--- src/rtl/system_exec_ctrl.sv ---
// system_exec_ctrl: execute-stage sequencer for decoded SYSTEM instructions.
// Runs the CSR read-modify-write transaction over a req/ack port. Traps on
// ecall, ebreak, invalid encodings, writes to read-only CSRs and CSR errors.
// Optional feature: define SYSEXEC_TIMEOUT_EN to trap (cause 2) when the CSR
// file leaves a request unacknowledged for TIMEOUT_CYCLES cycles.

package instr_type;
    typedef enum logic [3:0] {
        SYS_INVALID = 4'd0,
        SYS_ECALL   = 4'd1,
        SYS_EBREAK  = 4'd2,
        SYS_CSRRW   = 4'd3,
        SYS_CSRRS   = 4'd4,
        SYS_CSRRC   = 4'd5,
        SYS_CSRRWI  = 4'd6,
        SYS_CSRRSI  = 4'd7,
        SYS_CSRRCI  = 4'd8
    } system_kind_t;
endpackage

module system_exec_ctrl
    import instr_type::*;
#(
    parameter int XLEN           = 32,
    parameter int TIMEOUT_CYCLES = 16
) (
    input  logic            clk,
    input  logic            rst,
    input  logic            in_valid,
    output logic            in_ready,
    input  system_kind_t    kind,
    input  logic [11:0]     csr_addr,
    input  logic [4:0]      rs1_idx,
    input  logic [XLEN-1:0] rs1_val,
    input  logic [4:0]      rd_idx,
    output logic            csr_req,
    output logic            csr_we,
    output logic [11:0]     csr_addr_o,
    output logic [XLEN-1:0] csr_wdata,
    input  logic [XLEN-1:0] csr_rdata,
    input  logic            csr_ack,
    input  logic            csr_err,
    output logic            done,
    output logic            trap,
    output logic [3:0]      trap_cause,
    output logic            rd_we,
    output logic [4:0]      rd_addr,
    output logic [XLEN-1:0] rd_data
);

    typedef enum logic [2:0] {S_IDLE, S_READ, S_WRITE, S_DONE, S_TRAP} state_t;
    typedef enum logic [1:0] {OP_W, OP_S, OP_C} op_t;

    state_t          state, next_state;
    op_t             op_q, acc_op;
    logic [11:0]     addr_q;
    logic [XLEN-1:0] src_q, old_q, acc_src, wdata;
    logic [4:0]      rd_q;
    logic [3:0]      cause_q, acc_cause;
    logic            do_read_q, do_write_q;
    logic            is_csr, is_imm, is_rw;
    logic            acc_do_read, acc_do_write, acc_ro_viol, accept;
    logic            timeout_hit;

    // Decode the presented instruction into operation, operand source and trap cause
    always_comb begin
        is_csr    = 1'b0;
        is_imm    = 1'b0;
        is_rw     = 1'b0;
        acc_op    = OP_W;
        acc_cause = 4'd2;
        case (kind)
            SYS_ECALL:  acc_cause = 4'd11;
            SYS_EBREAK: acc_cause = 4'd3;
            SYS_CSRRW:  begin is_csr = 1'b1; is_rw = 1'b1; acc_op = OP_W; end
            SYS_CSRRS:  begin is_csr = 1'b1; acc_op = OP_S; end
            SYS_CSRRC:  begin is_csr = 1'b1; acc_op = OP_C; end
            SYS_CSRRWI: begin is_csr = 1'b1; is_imm = 1'b1; is_rw = 1'b1; acc_op = OP_W; end
            SYS_CSRRSI: begin is_csr = 1'b1; is_imm = 1'b1; acc_op = OP_S; end
            SYS_CSRRCI: begin is_csr = 1'b1; is_imm = 1'b1; acc_op = OP_C; end
            default:    acc_cause = 4'd2;
        endcase
    end

    assign acc_src      = is_imm ? {{(XLEN-5){1'b0}}, rs1_idx} : rs1_val;
    assign acc_do_read  = !(is_rw && (rd_idx == 5'd0));
    assign acc_do_write = is_rw || (rs1_idx != 5'd0);
    assign acc_ro_viol  = acc_do_write && (csr_addr[11:10] == 2'b11);
    assign accept       = in_valid && in_ready;

    // Latch the instruction on accept and capture the old CSR value on a clean read
    always_ff @(posedge clk) begin
        if (rst) begin
            op_q       <= OP_W;
            addr_q     <= '0;
            src_q      <= '0;
            old_q      <= '0;
            rd_q       <= '0;
            cause_q    <= '0;
            do_read_q  <= 1'b0;
            do_write_q <= 1'b0;
        end else begin
            if (accept) begin
                op_q       <= acc_op;
                addr_q     <= csr_addr;
                src_q      <= acc_src;
                old_q      <= '0;
                rd_q       <= rd_idx;
                cause_q    <= acc_cause;
                do_read_q  <= acc_do_read;
                do_write_q <= acc_do_write;
            end
            if (state == S_READ && csr_ack && !csr_err) begin
                old_q <= csr_rdata;
            end
            if (state == S_READ || state == S_WRITE) begin
                cause_q <= 4'd2;
            end
        end
    end

`ifdef SYSEXEC_TIMEOUT_EN
    localparam int TW = $clog2(TIMEOUT_CYCLES + 1);
    logic [TW-1:0] timer_q;

    // Watchdog: restart on every state change, count unacknowledged request cycles
    always_ff @(posedge clk) begin
        if (rst || (next_state != state)) begin
            timer_q <= '0;
        end else if (csr_req && !csr_ack) begin
            timer_q <= timer_q + TW'(1);
        end
    end

    assign timeout_hit = csr_req && !csr_ack && (timer_q == TW'(TIMEOUT_CYCLES - 1));
`else
    assign timeout_hit = (TIMEOUT_CYCLES < 0);
`endif

    // State register
    always_ff @(posedge clk) begin
        if (rst) begin
            state <= S_IDLE;
        end else begin
            state <= next_state;
        end
    end

    // Next-state and handshake outputs
    always_comb begin
        next_state = state;
        in_ready   = 1'b0;
        csr_req    = 1'b0;
        csr_we     = 1'b0;
        done       = 1'b0;
        trap       = 1'b0;
        rd_we      = 1'b0;
        case (state)
            S_IDLE: begin
                in_ready = 1'b1;
                if (in_valid) begin
                    if (!is_csr || acc_ro_viol) next_state = S_TRAP;
                    else if (acc_do_read)       next_state = S_READ;
                    else                        next_state = S_WRITE;
                end
            end
            S_READ: begin
                csr_req = 1'b1;
                if (csr_ack) begin
                    if (csr_err)         next_state = S_TRAP;
                    else if (do_write_q) next_state = S_WRITE;
                    else                 next_state = S_DONE;
                end else if (timeout_hit) begin
                    next_state = S_TRAP;
                end
            end
            S_WRITE: begin
                csr_req = 1'b1;
                csr_we  = 1'b1;
                if (csr_ack) begin
                    next_state = csr_err ? S_TRAP : S_DONE;
                end else if (timeout_hit) begin
                    next_state = S_TRAP;
                end
            end
            S_DONE: begin
                done       = 1'b1;
                rd_we      = do_read_q && (rd_q != 5'd0);
                next_state = S_IDLE;
            end
            S_TRAP: begin
                done       = 1'b1;
                trap       = 1'b1;
                next_state = S_IDLE;
            end
            default: next_state = S_IDLE;
        endcase
    end

    // Write data combines the operand with the value read by this same instruction
    always_comb begin
        wdata = src_q;
        case (op_q)
            OP_S:    wdata = old_q | src_q;
            OP_C:    wdata = old_q & ~src_q;
            default: wdata = src_q;
        endcase
    end

    assign csr_addr_o = csr_req ? addr_q : 12'd0;
    assign csr_wdata  = (state == S_WRITE) ? wdata : '0;
    assign trap_cause = trap ? cause_q : 4'd0;
    assign rd_addr    = rd_q;
    assign rd_data    = (state == S_DONE) ? old_q : '0;

endmodule

--- config.mk ---
export PLATFORM = sky130hd
export DESIGN_NAME = system_exec_ctrl
export DESIGN_NICKNAME = d
export VERILOG_FILES = /design/src/rtl/system_exec_ctrl.sv
export SDC_FILE = /design/constraint.sdc
export NUM_CORES = 1
export LEC_CHECK = 0
export ABC_AREA = 1
export ABC_CLOCK_PERIOD_IN_PS = 3650
export CORE_MARGIN = 3
export CORE_UTILIZATION = 47
export DETAILED_ROUTE_END_ITERATION = 7
export PLACE_DENSITY_LB_ADDON = 0.3
export RECOVER_POWER = 25
export SLEW_MARGIN = 20
export SYNTH_ARGS = -nofsm -noshare
export SYNTH_HDL_FRONTEND = slang
export SYNTH_SLANG_ARGS = --single-unit
export TNS_END_PERCENT = 5
--- constraint.sdc ---
create_clock -name clk -period 3.65 [get_ports clk]
set_clock_uncertainty 0.15 [all_clocks]
set_input_delay 0.73 -clock clk [delete_from_list [all_inputs] [get_ports clk]]
set_output_delay 0.73 -clock clk [all_outputs]
set_load 0.03 [all_outputs]
==> reports/metrics.cfg <==
[floorplan]
rows = 35
core_area_mm2 = 0.009415
die_h_um = 105.3
die_area_mm2 = 0.01109
die_w_um = 105.3
initial_core_util_pct = 49.22
io_pins = 186

[place]
post-place-ws_ns = 0.5453
port_buffers = 184
dpl_cell_area_mm2 = 0.006513
place_inst = 948
gp_congestion = 0.8500
hpwlAfterDp_um = 10510

[timing]
finalCritPeriodShare_pct = 94.45
fmax_mhz = 290.1
hold_violations = 0
fin_tns_setup_ns = 0
tightest_slew_ns = 1.472
finalCriticalPeriod_ns = 3.447
rsz0062_at_grt = false
slew_viol_final = 0
layout_setup_ws_ns = 0.2025
relSlewSlack_pct = 1.840
setup_viol_count_final = 0

[drt]
drt-initial-drc-count = 321
wl_per_cell_um = 15.52
route.vias.total = 5243
vias_per_cell = 5.439
drt_wl_total_um = 14960
drt_pre_antenna_iters = 5
ant_nets = 0
drc_errors = 0

[clocking]
clkTransAtPathRegs_ns = 0.09
htreeDepth = 3
ctsHoldBuffers = 0
numCtsBuffers = 9
cts.sinks = 91
clk_latency_ns = 0.36
cts_root_buf = clkbuf_8
tritoncts = done
cts_buffer_depth = 2

[finish]
final_cells = 964
design_area_mm2 = 0.006733
drive_gt1_share_pct = 4.431
area_growth_syn_to_layout_pct = 45.28
fin_nets = 927
diodes = 0

[logic_synthesis]
yosys-top-cells-count = a21oi_1 (118), inv_1 (104), dfxtp_1 (91)
synthDistinctLibCells = 32
ys.flop_type = dfxtp_1
synth_top_cell_by_area = dfxtp_1
yosysWarningCount = 0
syn_area_mm2 = 0.004634
ys_async_sr_fraction_pct = 0
synth_nets = 774
synth_seq_cells = 91
syn_inst = 677
avgSynthCellArea_um2 = 6.846
synth-edff-count = 0
yosysTopAreaCellShare_pct = 39.31
yosysMostFrequentCell = a21oi_1
yosysSeqAreaShare_pct = 39.31
synth.area.top_cells = dfxtp_1 (39%), a21oi_1 (13%), inv_1 (8.4%)

[power_and_ir_drop]
p_leak_uw = 0.002359
powerDensity_mw_per_mm2 = 380.0
fin_total_pwr_uw = 2559
irDropWorstVdd_uv = 235.5

[setup_path]
cp.arrival_ns = 2.57
r2r_cells = 7
critical_path_class = register to output pin
endpoint_kind = output pin
r2r_setup_slack_ns = 0.77
path_max_fanout = 28
rr_startpoint = state[0]$_SDFFE_PP0P_
cp.required_ns = 2.77
start_kind = register
regToRegEndpoint = src_q[9]$_SDFFE_PP0P_

[worst_hold_path]
whs_path_depth = 2
hp-class = register to register
hold_end = addr_q[10]$_SDFFE_PP0P_
hp-start = addr_q[10]$_SDFFE_PP0P_

[global_routing]
grt.total_usage_pct = 26.83
grt_pass1_wl_um = 24610
grt_max_degree = 65
grt-busiest-layer = met2
antenna_found_initial = 0
gr-total-overflow = 0
grtUsageMet1_pct = 33.65
first_global_vias = 5081
met3_usage_pct = 6.062
met2_usage_pct = 44.58

[job]
maxCapViolations = 0

[outcome]
status = finished, final reports clean

## layer usage
metal  part of all wire, %  wire, µm  vias to the layer above
met5                     0         0                        -
met4                   2.2       322                        0
met3                   8.4      1256                       28
met2                    48      7216                      250
met1                    41      6168                     2393
li1                      -         -                     2572
## placed cells by master, fill, tap and decap left out, drive strengths merged, types with 8 or more instances in the layout
cell,instances
inv,107
a21oi,118
clkbuf,15
nor3,33
a31oi,10
buf,10
nor2,94
nand3,40
dlygate4sd3,8
clkdlybuf4s50,174
a22oi,28
nand2,33
nand4,32
dfxtp,91
o21ai,28
## cells by family after synthesis
| family | synth area share [%] |
|---|---|
| buffers and inverters | 13.93 |
| adder cells (fa/ha/maj) | 0.5399 |
| other | 0.08092 |
| AO/OA/AOI/OAI | 22.57 |
| flip-flops | 39.31 |
| AND/OR/NAND/NOR | 23.57 |
## final cells by class
class,count,area [µm²]
clock buffers,12,155.1
fillers,764,2683
flip-flops and latches,91,1822
clock inverters,4,72.57
repair buffers,195,1954
inverters,108,407.9
well taps,129,161.4
multi-input cells,425,2160
## registers in the layout, summed over array words and instances, names as in the netlist
register	count
op_q	2
rd_addr	5
old_q	32
do_read_q	1
state	3
cause_q	3
do_write_q	1
src_q	32
addr_q	12
## report_power, final
group / total [µW] / leakage [µW] / switching (µW) / internal, µW
Sequential: 1110 / 0.000744 / 44.4 / 1070
Clock: 772 / 0.000113 / 350 / 422
Combinational: 674 / 0.00150 / 411 / 263
Total: 2560 / 0.00236 / 806 / 1750
## per-stage QoR
| stage | hold WS [ns] | util (%) |
|---|---|---|
| global placement | 0.2931 | 69.17 |
| floorplan | 0.2800 | - |
| global route | 0.3245 | 71.51 |
| CTS | 0.3136 | 71.59 |
| detailed placement | 0.2997 | 69.17 |
| finish | 0.3092 | 71.51 |
## how the worst max path moves through the flow
stage	cells after the start	start	slack [ns]	end
5_1_grt	7	in_valid	0.03	rd_addr[4]$_SDFFE_PP0P_
3_3_place_gp	8	op_q[0]$_SDFFE_PP0P_	0.53	csr_wdata[0]
4_1_cts	8	op_q[0]$_SDFFE_PP0P_	0.13	csr_wdata[19]
2_1_floorplan	6	op_q[0]$_SDFFE_PP0P_	0.94	csr_wdata[10]
6_report	8	op_q[0]$_SDFFE_PP0P_	0.20	csr_wdata[19]
3_5_place_dp	8	op_q[0]$_SDFFE_PP0P_	0.55	csr_wdata[19]
## worst max-delay path, cell delays in order (launching register included)
cell and delay (ns):
dfxtp_1 0.36, inv_1 0.05, ha_1 0.28, nor2_1 0.05, inv_1 0.16, buf_6 0.27
a21oi_1 0.07, nor3_1 0.21, clkdlybuf4s50_1 0.72
## timing repair
action / in CTS / in global routing
resized for setup: 0 / 1
endpoints found under the setup margin: 0 / 3
buffers inserted: 0 / 0
Note: power is estimated with default switching activity, not from simulation.
